**src/rtl/asic_clkdiv_if.sv**
```systemverilog
// Control and divided-clock bundle for asic_clkdiv.
// The master drives run/ratio; the slave returns the clocks and strobes.
interface asic_clkdiv_if #(
  parameter int DW = 8
);
  logic          en;
  logic [DW-1:0] divcfg;
  logic          clkout;
  logic          clkout90;
  logic          rise;
  logic          fall;
  logic          busy;

  modport master (
    output en, divcfg,
    input  clkout, clkout90, rise, fall, busy
  );

  modport slave (
    input  en, divcfg,
    output clkout, clkout90, rise, fall, busy
  );
endinterface

```
**src/rtl/asic_clkdiv.sv**
```systemverilog
// Programmable clock divider with quadrature output and edge strobes.
// Ratio and run request are sampled only in IDLE or at period boundaries.
module asic_clkdiv #(
  parameter int    DW   = 8,
  parameter string PROP = "DEFAULT"
) (
  input logic         clk,
  input logic         nreset,
  asic_clkdiv_if.slave bus
);

  typedef enum logic {IDLE, RUN} state_e;

  state_e        state_q, state_d;
  logic [DW-1:0] cnt_q, cnt_d;
  logic [DW-1:0] ract_q, ract_d;
  logic [DW-1:0] eff_cfg;
  logic [DW-1:0] h_d, q_d;
  logic [DW:0]   qh_d;
  logic          last;
  logic          run_d;
  logic          clkout_q, clkout_d;
  logic          clk90_q, clk90_d;
  logic          rise_q, rise_d;
  logic          fall_q, fall_d;
  logic          unused_prop;

  assign unused_prop = (PROP != "");

  always_comb begin
    state_d = state_q;
    cnt_d   = cnt_q;
    ract_d  = ract_q;
    eff_cfg = (bus.divcfg < DW'(2)) ? DW'(2)
                                    : bus.divcfg;
    last    = (cnt_q == ract_q - DW'(1));
    unique case (state_q)
      IDLE: begin
        if (bus.en) begin
          state_d = RUN;
          cnt_d   = '0;
          ract_d  = eff_cfg;
        end
      end
      RUN: begin
        if (!last) begin
          cnt_d = cnt_q + DW'(1);
        end else begin
          cnt_d = '0;
          if (bus.en) ract_d  = eff_cfg;
          else        state_d = IDLE;
        end
      end
      default: state_d = IDLE;
    endcase

    // Outputs are registered from next-state so they align with cnt.
    h_d      = ract_d >> 1;
    q_d      = ract_d >> 2;
    qh_d     = {1'b0, q_d} + {1'b0, h_d};
    run_d    = (state_d == RUN);
    clkout_d = run_d && (cnt_d < h_d);
    clk90_d  = run_d && (cnt_d >= q_d)
             && ({1'b0, cnt_d} < qh_d);
    rise_d   = run_d && (cnt_d == '0);
    fall_d   = run_d && (cnt_d == h_d);
  end

  always_ff @(posedge clk or negedge nreset) begin
    if (!nreset) begin
      state_q  <= IDLE;
      cnt_q    <= '0;
      ract_q   <= DW'(2);
      clkout_q <= 1'b0;
      clk90_q  <= 1'b0;
      rise_q   <= 1'b0;
      fall_q   <= 1'b0;
    end else begin
      state_q  <= state_d;
      cnt_q    <= cnt_d;
      ract_q   <= ract_d;
      clkout_q <= clkout_d;
      clk90_q  <= clk90_d;
      rise_q   <= rise_d;
      fall_q   <= fall_d;
    end
  end

  assign bus.clkout   = clkout_q;
  assign bus.clkout90 = clk90_q;
  assign bus.rise     = rise_q;
  assign bus.fall     = fall_q;
  assign bus.busy     = (state_q == RUN);

endmodule

```
**src/flat_wrapper.sv**
```systemverilog
// flat-port wrapper written by rule: the top's interface ports become plain ports
module asic_clkdiv_flat 
#(
  parameter int    DW   = 8,
  parameter string PROP = "       "
)
  (clk, nreset, bus_en, bus_divcfg, bus_clkout, bus_clkout90, bus_rise, bus_fall, bus_busy);
  asic_clkdiv_if #(.DW(DW)) bus_i ();
  input logic clk;
  input logic nreset;
  input wire logic [$bits(bus_i.en)-1:0] bus_en;
  input wire logic [$bits(bus_i.divcfg)-1:0] bus_divcfg;
  output wire logic [$bits(bus_i.clkout)-1:0] bus_clkout;
  output wire logic [$bits(bus_i.clkout90)-1:0] bus_clkout90;
  output wire logic [$bits(bus_i.rise)-1:0] bus_rise;
  output wire logic [$bits(bus_i.fall)-1:0] bus_fall;
  output wire logic [$bits(bus_i.busy)-1:0] bus_busy;
  assign bus_i.en = bus_en;
  assign bus_i.divcfg = bus_divcfg;
  assign bus_clkout = bus_i.clkout;
  assign bus_clkout90 = bus_i.clkout90;
  assign bus_rise = bus_i.rise;
  assign bus_fall = bus_i.fall;
  assign bus_busy = bus_i.busy;
  asic_clkdiv #(.DW(DW), .PROP(PROP)) u_core (.clk(clk), .nreset(nreset), .bus(bus_i));
endmodule
```
**config.mk**
```make
export PLATFORM = sky130hd
export DESIGN_NAME = asic_clkdiv_flat
export DESIGN_NICKNAME = d
export VERILOG_FILES = /design/src/rtl/asic_clkdiv_if.sv /design/src/rtl/asic_clkdiv.sv /design/src/flat_wrapper.sv
export SDC_FILE = /design/constraint.sdc
export NUM_CORES = 1
export LEC_CHECK = 0
export CAP_MARGIN = 0
export CORE_MARGIN = 1.5
export CORE_UTILIZATION = 60
export DETAILED_ROUTE_END_ITERATION = 6
export DONT_BUFFER_PORTS = 1
export PLACE_DENSITY = 0.76
export SYNTH_ARGS = -nofsm -noshare
export SYNTH_HDL_FRONTEND = slang
export SYNTH_SLANG_ARGS = --single-unit
```
**constraint.sdc**
```tcl
create_clock -name clk -period 9.9 [get_ports clk]
set_input_delay 1.485 -clock clk [delete_from_list [all_inputs] [get_ports clk]]
set_output_delay 1.485 -clock clk [all_outputs]
set_load 0.03 [all_outputs]
```
==> results.ini, run 1 <==
[run_status]
status = finished, final reports clean

[clock_network]
cts_tree = built
clkLatencyLatePin_ps = 310
clock-sinks = 21
clockBufferDepth = 2
cts_buffers = 3
cts.clk_slew.worst_paths_ps = 120
hold_buffers = 0
htree_levels = 1
clockRootBuffer = clkbuf_4
cts_resized = 0
cts_setup_buffers = 0

[pwr]
p_per_area_nw_per_um2 = 61.0
ir_drop_mv = 0.0408
p_leak_nw = 0.918

[sta]
rsz0062_at_grt = no
setup_viol = 0
period_needed_ps = 5010
worst_slew_pin_slew_ps = 850
slew_headroom_pct = 42.8
fmax_ghz = 0.200
skew_ps = 13.1
fin_crit_sh_pct = 50.6
slew_violations = 0
whs_ps = 648
hold_violations = 0
fin_tns_setup_ps = 0

[worst_setup_path]
slowest_stage = dfstp_2
critPathRequiredTime_ps = 10120
worstSetupEndpointType = flip-flop
worstReg2RegStart = u_core.ract_q[1]
rr_endpoint = u_core.bus.clkout90
r2r_slack_ps = 4890
cp-startpoint = u_core.ract_q[1]
critPathLaunchType = flip-flop
slowest_delay_ps = 600
crit_fanout = 11
worstPathArrival_ps = 5230
crit_top_cell = ha_1
crit_chain = inv_1 > ha_1 > xor2_1 > nor4_1 > nand3_1 > a41oi_1 > nand2_2 > o21ai_0 > ha_1 > inv_1 > fa_1 > nor2b_1 > o21ai_0 > nand2b_1 > a21o_1 > a21oi_1 > xnor2_1 > ha_1 > a21o_1 > a211oi_1 > o221ai_1 > a221oi_1
r2r_cells = 22
path_class = reg -> reg

[detailed_routing]
dr.pass1.iters = 4
dr.first_iter.drc_count = 151
wl_per_cell_um = 17.1
drc = 0
viasPerCell = 6.25
drt-total-wl_mm = 4.54
num_vias = 1655
drtAntennaViolNets = 0

[logic_synthesis]
synth_flop_cell = dfrtp_1
ys_ff_latch = 21
synth_nets = 265
synth-seq-area-share_pct = 25.6
syn_inst = 223
synth_area_per_cell_um2 = 9.22
netlist_area_um2 = 2060
synth-edff-count = 0
synth_top_area_share_pct = 24.3
ys_types = 52
synth_area_leaders = dfrtp_1 24%, ha_1 18%, xnor2_1 5.1%
synth_area_leader_cell = dfrtp_1
ys_warn_count = 0
async_flop_share_pct = 100

[worst_hold_path]
min_to = u_core.ract_q[1]
holdCritPathClass = reg -> reg
hold_depth = 2
hp-start = u_core.ract_q[1]

[global_routing]
grt_pass1_vias = 1608
grt_antenna_before_repair = 0
track_usage_pct = 25.9
grt_pass1_wl_mm = 7.22
grt_max_degree = 22
grt-ovfl-total = 0

[layout]
drive_above_1_share_pct = 11.0
diodes = 0
mostFrequentLayoutCell = ha_1
nets = 262
areaGrowthSynthToFinish_pct = 1.64
final_cell_mix = 30 x ha_1, 20 x dfrtp_1, 13 x nand2_1

[floorplanning]
ios = 16
rows = 21
initial_core_util_pct = 62.1
die_area_um2 = 3790
die_y_um = 61.6
chipWidth_um = 61.6
core_um2 = 3310

[placement]
io_buffers = 0
hpwlAfterDp_mm = 3.81
gp_congestion = 0.924

[flow_run]
maxCapViolations = 0

-- worst max-delay path, delay by kind of cell (launching register included) --
| kind | cells | cell delay [ps] |
|---|---|---|
| AOI/OAI and AO/OA | 9 | 1790 |
| adders and majority gates | 4 | 1220 |
| and+or+nand+nor | 5 | 910 |
| DFF | 1 | 600 |
| xor gates and xnor gates | 2 | 320 |
| buffers and inverters | 2 | 120 |
-- cell usage after synthesis (5+ instances only) --
| cell type | instances |
|---|---|
| xnor2_1 | 12 |
| inv_1 | 9 |
| xor2_1 | 8 |
| a31oi_1 | 6 |
| a21oi_1 | 9 |
| ha_1 | 30 |
| nor3_1 | 5 |
| nor2_1 | 12 |
| nor2b_1 | 8 |
| inv_2 | 5 |
| mux2_4 | 5 |
| nand2_1 | 13 |
| nand2b_1 | 5 |
| o21ai_0 | 12 |
| a21o_1 | 9 |
| nand3_1 | 7 |
| dfrtp_1 | 20 |
-- logic make-up after synthesis --
| family | Yosys count | share of synthesized area (%) |
|---|---|---|
| and+or+nand+nor | 69 | 18.3 |
| AOI/OAI and AO/OA | 53 | 18.2 |
| adders and majority gates | 31 | 19.2 |
| buffers and inverters | 22 | 5.05 |
| xor gates and xnor gates | 21 | 9.31 |
| DFF | 21 | 25.6 |
| muxes | 6 | 4.32 |
-- sequential cells by signal, indices dropped and copies added (netlist names) --
name and cells:
u_core.bus.clkout90 1, u_core.cnt_q 8, u_core.bus.clkout 1, u_core.ract_q 8
u_core.bus.busy 1, u_core.bus.fall 1, u_core.bus.rise 1
-- power by group --
group	internal [mW]	switching (mW)	leakage [nW]
Combinational	0.000321	0.000357	0.636
Sequential	0.0858	0	0.264
Clock	0.0151	0.0259	0.0177
Total	0.101	0.0263	0.918
-- final cells by class --
| type | instances | area [µm²] |
|---|---|---|
| Sequential cell | 21 | 527 |
| Clock buffer | 3 | 22.5 |
| Tap cell | 46 | 57.6 |
| Clock inverter | 1 | 5.00 |
| Inverter | 14 | 52.6 |
| Multi-Input combinational cell | 180 | 1430 |
| Fill cell | 289 | 1220 |
-- metrics by stage --
step	power [mW]	instance area [µm²]	cells	util [%]	worst slack, ps
after floorplan	0.0880	2060	223	-	5100
after global placement	0.0881	2060	261	62.3	4930
after detailed placement	0.0881	2060	261	62.3	4730
after CTS	0.128	2090	265	63.2	4910
after global routing	0.134	2090	265	63.2	4470
final	0.127	2090	265	63.2	4890
-- layer usage --
layer / track usage [%] / routed length (µm) / up-vias
li1: - / - / 805
met1: 32.4 / 1900 / 805
met2: 47.1 / 2450 / 39
met3: 2.73 / 150 / 6
met4: 6.99 / 46 / 0
met5: 0 / 0 / -
-- worst max-delay path by stage --
stage                                to  slack [ps]
finish              u_core.bus.clkout90        4890
detailed placement  u_core.bus.clkout90        4730
global placement    u_core.bus.clkout90        4930
CTS                 u_core.bus.clkout90        4910
floorplan           u_core.bus.clkout90        5100
global route        u_core.bus.clkout90        4470
(Power assumes the default switching activity.)
==> run 2: changes to the inputs <==
--- a/config.mk
+++ b/config.mk
@@ -7,7 +7,7 @@
 export LEC_CHECK = 0
 export CAP_MARGIN = 0
 export CORE_MARGIN = 1.5
-export CORE_UTILIZATION = 60
+export CORE_UTILIZATION = 58
 export DETAILED_ROUTE_END_ITERATION = 6
 export DONT_BUFFER_PORTS = 1
 export PLACE_DENSITY = 0.76
==> constraint.sdc (replaced) <==
create_clock -name clk -period 4 [get_ports clk]
set_input_delay 0.6 -clock clk [delete_from_list [all_inputs] [get_ports clk]]
set_output_delay 0.6 -clock clk [all_outputs]
set_load 0.03 [all_outputs]
==> run 2 against run 1 <==
  * The run now ends with setup timing left
  * Die area increased by 3.3%
  * First-iteration DRC count up 23%
  * Worst setup slack got worse by 5000 ps
  * Largest power group unchanged
  * Highest routed layer unchanged
==> results.ini, run 2 (synthesis results as in run 1) <==
[worst_setup_path]
worstSetupEndpointType = flip-flop
path_class = reg -> reg
crit_fanout = 6  ; -5
worstPathArrival_ps = 4380  ; -850 ps
cp-startpoint = u_core.ract_q[1]
critPathLaunchType = flip-flop
worstReg2RegStart = u_core.ract_q[1]
slowest_delay_ps = 560  ; -40 ps
critPathRequiredTime_ps = 4250  ; -5870 ps
cp_top_family = compound AO/OA/AOI/OAI gates
crit_chain = inv_2 > ha_4 > or3_4 > a31oi_4 > a21o_1 > nand2_4 > mux2_4 > ha_4 > inv_2 > fa_2 > nor2b_1 > o21ai_1 > nand2b_1 > a21o_1 > a21oi_2 > xnor2_1 > ha_1 > a21o_1 > a211oi_2 > o221ai_2 > a221oi_2
crit_top_cell = a21o_1
slowest_stage = dfstp_2
cp_num_buf_inv = 2  ; unchanged

[layout]
drive_above_1_share_pct = 32.3  ; +21 points
n_fill_cell = 243  ; -16%
mostFrequentLayoutCell = buf_4
ff_latch_area_um2 = 527  ; unchanged
final_cell_mix = 48 x buf_4, 28 x ha_1, 20 x dfrtp_1, 13 x nand2_1
final_cells = 315  ; +19%
reg_top3 = u_core.cnt_q: 8 flops, u_core.ract_q: 8 flops
diodes = 0  ; unchanged
nets = 312  ; +19%
areaGrowthSynthToFinish_pct = 24.8
multi_input_area_um2 = 1520  ; +6.8%

[floorplanning]
chipWidth_um = 62.6  ; +1.6%
die_area_um2 = 3910  ; +3.3%
initial_core_util_pct = 61.2  ; -0.97 points
die_y_um = 62.6  ; +1.6%
ios = 16  ; unchanged
core_um2 = 3360  ; +1.6%
rows = 21  ; unchanged

[global_routing]
grt_antenna_before_repair = 0  ; unchanged
grt_max_degree = 21  ; -4.5%
track_usage_pct = 31.1  ; +5.2 points
grt_pass1_wl_mm = 9.58  ; +33%
grt_pass1_vias = 2002  ; +25%
grt-ovfl-total = 0  ; unchanged

[sta]
rsz0062_at_grt = yes
slew_headroom_pct = 35.9  ; -6.9 points
worst_slew_pin_slew_ps = 958  ; +108 ps
slew_violations = 0  ; unchanged
fmax_ghz = 0.242  ; +21%
whs_ps = 108  ; -541 ps
setup_ws_ps = -133  ; -5020 ps
hold_violations = 0  ; unchanged
setup_viol = 1  ; +1
fin_crit_sh_pct = 103  ; +53 points
skew_ps = 18.6  ; +5.45 ps
period_needed_ps = 4130  ; -878 ps

[run_status]
status = complete, but fails checks
violations = setup timing

[detailed_routing]
num_vias = 1927  ; +16%
drtAntennaViolNets = 0  ; unchanged
viasPerCell = 6.12  ; -2.0%
drc = 0  ; unchanged
dr.pass1.iters = 4  ; unchanged
wl_per_cell_um = 17.7  ; +3.4%
drt-total-wl_mm = 5.58  ; +23%
dr.first_iter.drc_count = 185  ; +23%

[clock_network]
cts_buffers = 3  ; unchanged
cts_tree = built
clock-sinks = 21  ; unchanged
clkLatencyLatePin_ps = 330  ; +20 ps
clockBufferDepth = 2  ; unchanged
clockRootBuffer = clkbuf_4
htree_levels = 1  ; unchanged
cts.clk_slew.worst_paths_ps = 130  ; about the same

[placement]
place_ws_ps = -353  ; -5090 ps
gp_congestion = 0.893  ; -3.4%
hpwlAfterDp_mm = 4.51  ; +18%
place_inst = 305  ; +17%
io_buffers = 0  ; unchanged

[pwr]
p_leak_nw = 1.20  ; +31%
ir_drop_mv = 0.103  ; +150%
p_per_area_nw_per_um2 = 129  ; +110%

[flow_run]
maxCapViolations = 0  ; unchanged

[worst_hold_path]
holdCritPathClass = in -> async

run 2: cell types whose count changed in the layout (fill, tap and decap cells not counted), sizes merged:
| cell | previous run | this run |
|---|---|---|
| buf | 0 | 49 |
| clkbuf | 3 | 4 |
| clkinv | 1 | 0 |
| dlygate4sd3 | 0 | 1 |
run 2: final timing paths:
path                                        to  slack [ps]  depth (start not counted)
min                           u_core.ract_q[1]         110                          0
min in group clk              u_core.ract_q[0]         420                          2
min reg2reg                   u_core.ract_q[0]         640                          3
max in group asynchronous      u_core.cnt_q[4]        2550                          1
max                        u_core.bus.clkout90        -130                         21
max reg2reg                u_core.bus.clkout90        -130                         21
run 2: power by group:
part           total, mW  internal [mW]  switching (mW)
logic            0.00679        0.00142         0.00537
registers          0.212          0.212               0
clock network      0.112         0.0392          0.0724
total              0.331          0.253          0.0778
run 2: metrics by stage:
step                TNS (ps)  instance area, µm²  total power, mW  util, %
finish                  -133                2570            0.331     76.3
floorplan               -160                2110            0.218        -
global placement        -189                2450            0.218     72.8
CTS                     -191                2540            0.331     75.6
detailed placement      -353                2450            0.218     72.8
global route            -387                2570            0.339     76.3
run 2: area by class of cell:
class | count | area share [%]
multi-input cells | 180 | 59.3
flip-flops and latches | 21 | 20.5
repair buffers | 50 | 14.9
well taps | 46 | 2.24
inverters | 14 | 2.05
clock buffers | 4 | 1.02
run 2: what timing repair did:
action	CTS	global route
endpoints found under the setup margin	1	2
buffers inserted	4	1
hold endpoints to repair	20	0
resized for setup	5	4
pin swaps	8	2
hold buffers	1	0
run 2: routing by layer:
metal | vias up | track usage [%] | part of all wire, %
met2 | 74 | 54.4 | 50
li1 | 905 | - | -
met5 | - | 0 | 0
met4 | 0 | 13.1 | 3.0
met3 | 19 | 3.96 | 6.5
met1 | 929 | 38.6 | 40
==> run 3: changes to the inputs <==
--- a/config.mk
+++ b/config.mk
@@ -10,6 +10,7 @@
 export CORE_UTILIZATION = 58
 export DETAILED_ROUTE_END_ITERATION = 6
 export DONT_BUFFER_PORTS = 1
+export MAX_ROUTING_LAYER = met4
 export PLACE_DENSITY = 0.76
 export SYNTH_ARGS = -nofsm -noshare
 export SYNTH_HDL_FRONTEND = slang
==> run 3 against run 2 <==
  * Die area stayed put
  * The flow still finishes with violations (setup timing)
  * Hold slack better by 5.8 ps
  * Highest routed layer unchanged
  * Routed wire length is 4.3% lower
  * Combinational power is 2% higher
  * Utilization is 1.2 points lower
  * Total power is 1.4% lower
  * Count of clock-buffer cells in the layout stayed put
==> results.ini, run 3 (synthesis results as in run 1) <==
[run_status]
status = complete, but fails checks
violations = setup timing

[detailed_routing]
dr.pass1.iters = 4  ; unchanged
drc = 0  ; unchanged
drtAntennaViolNets = 0  ; unchanged
num_vias = 1824  ; -5.3%
dr.first_iter.drc_count = 117  ; -37%
wl_per_cell_um = 17.2  ; -3.0%
drt-total-wl_mm = 5.34  ; -4.3%
viasPerCell = 5.86  ; -4.1%

[clock_network]
cts.clk_slew.worst_paths_ps = 120  ; about the same
cts_tree = built
clockBufferDepth = 2  ; unchanged
clkLatencyLatePin_ps = 300  ; -30 ps
htree_levels = 1  ; unchanged
clockRootBuffer = clkbuf_4
cts_buffers = 3  ; unchanged
clock-sinks = 21  ; unchanged

[global_routing]
track_usage_pct = 29.9  ; -1.3 points
grt_pass1_vias = 1923  ; -3.9%
grt_max_degree = 21  ; unchanged
grt_antenna_before_repair = 0  ; unchanged
grt_pass1_wl_mm = 9.11  ; -5.0%
grt-ovfl-total = 0  ; unchanged

[layout]
n_fill_cell = 271  ; +12%
drive_above_1_share_pct = 30.9  ; -1.4 points
nets = 308  ; -1.3%
mostFrequentLayoutCell = buf_4
reg_top3 = u_core.cnt_q: 8 flops, u_core.ract_q: 8 flops
diodes = 0  ; unchanged
final_cell_mix = 45 x buf_4, 27 x ha_1, 20 x dfrtp_1, 13 x nand2_1
final_cells = 311  ; -1.3%
areaGrowthSynthToFinish_pct = 22.9

[pwr]
pwr-share-clk_pct = 32.8  ; -0.9 points
p_per_area_nw_per_um2 = 129  ; +0.15%
p_seq_share_pct = 65.1  ; +0.9 points
ir_drop_mv = 0.146  ; +42%
p_int_mw = 0.253  ; -0.12%
p_sw_mw = 0.0734  ; -5.6%
combPwrFrac_pct = 2.1  ; about the same
netSwitchingFraction_pct = 22.5  ; -1.0 points
total_power_mw = 0.326  ; -1.4%
p_leak_nw = 1.17  ; -2.5%

[sta]
fin_crit_sh_pct = 105  ; +2.0 points
skew_ps = 3.56  ; -15.0 ps
setup_ws_ps = -212  ; -79.2 ps
period_needed_ps = 4210  ; +79.2 ps
setup_viol = 1  ; unchanged
slew_violations = 0  ; unchanged
fmax_ghz = 0.237  ; -1.9%
worst_slew_pin_slew_ps = 972  ; +13.5 ps
hold_violations = 0  ; unchanged
rsz0062_at_grt = yes
slew_headroom_pct = 35.0  ; -0.90 points

[worst_setup_path]
cp-startpoint = u_core.ract_q[1]
slowest_delay_ps = 560  ; about the same
crit_chain = inv_2 > ha_4 > xor2_1 > nor4_2 > nand3_1 > a41oi_2 > nand2_4 > mux2_4 > ha_4 > inv_2 > fa_2 > nor2b_1 > o21ai_1 > nand2b_1 > a21o_1 > a21oi_2 > xnor2_1 > ha_1 > a21o_1 > a211oi_2 > o221ai_2 > a221oi_2
cp.depth = 22  ; +4.8%
critPathRequiredTime_ps = 4220  ; -30 ps
worstSetupEndpointType = flip-flop
worstReg2RegStart = u_core.ract_q[1]
critPathLaunchType = flip-flop
cp_top_family = compound AO/OA/AOI/OAI gates
r2r_cells = 22  ; +4.8%
cp_num_buf_inv = 2  ; unchanged
path_class = reg -> reg
worstPathArrival_ps = 4430  ; +50 ps
crit_fanout = 6  ; unchanged
endpoint = u_core.bus.clkout90
slowest_stage = dfstp_2
r2r_slack_ps = -210  ; -80 ps
rr_endpoint = u_core.bus.clkout90

[placement]
io_buffers = 0  ; unchanged
hpwlAfterDp_mm = 4.38  ; -2.9%
place_inst = 305  ; unchanged
gp_congestion = 0.899  ; +0.63%

[floorplanning]
rows = 21  ; unchanged
ios = 16  ; unchanged
chipWidth_um = 62.6  ; unchanged
initial_core_util_pct = 61.2  ; unchanged
core_um2 = 3360  ; unchanged
die_y_um = 62.6  ; unchanged
die_area_um2 = 3910  ; unchanged

[flow_run]
maxCapViolations = 0  ; unchanged

[worst_hold_path]
holdCritPathClass = in -> async

-- run 3: cell count changes in the layout (fill, tap and decap cells not counted) --
cell | before | now
buf_6 | 1 | 0
buf_4 | 48 | 45
a31oi_2 | 0 | 1
nor3_1 | 4 | 5
o21ai_1 | 2 | 3
ha_1 | 28 | 27
a31oi_4 | 1 | 0
ha_4 | 2 | 3
or3_4 | 1 | 0
o21ai_0 | 9 | 8
or3_1 | 1 | 2
nor3_2 | 1 | 0
-- run 3: final cells by class --
type                       count  area [µm²]  area share (%)
sequential                    21         527            20.8
multi-input combinational    180        1520            60.0
clock buffer                   4        26.3            1.04
tap                           46        57.6            2.28
inverter                      14        52.6            2.08
timing repair buffer          46         348            13.8
-- run 3: power by group through the flow --
stage	registers (mW)	logic (mW)	clock network, mW
3_5_place_dp	0.216	0.00210	0
3_3_place_gp	0.216	0.00208	0
4_1_cts	0.212	0.00698	0.108
5_1_grt	0.212	0.00780	0.116
6_report	0.212	0.00691	0.107
2_1_floorplan	0.216	0.00157	0
-- run 3: metal layers --
metal / GRT usage (%) / vias to the layer above / wire [µm]
li1: - / 896 / -
met1: 38.7 / 871 / 2320
met2: 50.7 / 49 / 2720
met3: 2.34 / 8 / 225
met4: 8.06 / 0 / 76
met5: - / - / 0
-- run 3: worst min path at each step --
stage | from | slack (ps) | depth (start not counted) | to
after floorplan | nreset | 300 | 0 | u_core.bus.busy
after global placement | nreset | 310 | 0 | u_core.ract_q[3]
after detailed placement | nreset | 300 | 0 | u_core.ract_q[2]
after CTS | nreset | 110 | 0 | u_core.ract_q[1]
after global routing | nreset | 100 | 0 | u_core.ract_q[1]
final | nreset | 110 | 0 | u_core.ract_q[1]
-- run 3: timing repair --
action,in CTS,in global routing
hold buffers,1,0
pin swaps,8,0
setup endpoints to repair,1,2
buffers inserted,1,0
resized for setup,1,6
hold endpoints to repair,20,0
-- run 3: stage by stage --
step	TNS [ps]	instance area (µm²)	worst slack [ps]	util [%]	hold WS [ps]
6_report	-212	2530	-212	75.1	113
5_1_grt	-529	2530	-529	75.1	97.1
4_1_cts	-325	2490	-325	74.1	110
3_5_place_dp	-342	2450	-342	72.8	305
3_3_place_gp	-174	2450	-174	72.8	305
2_1_floorplan	-160	2110	-160	-	304
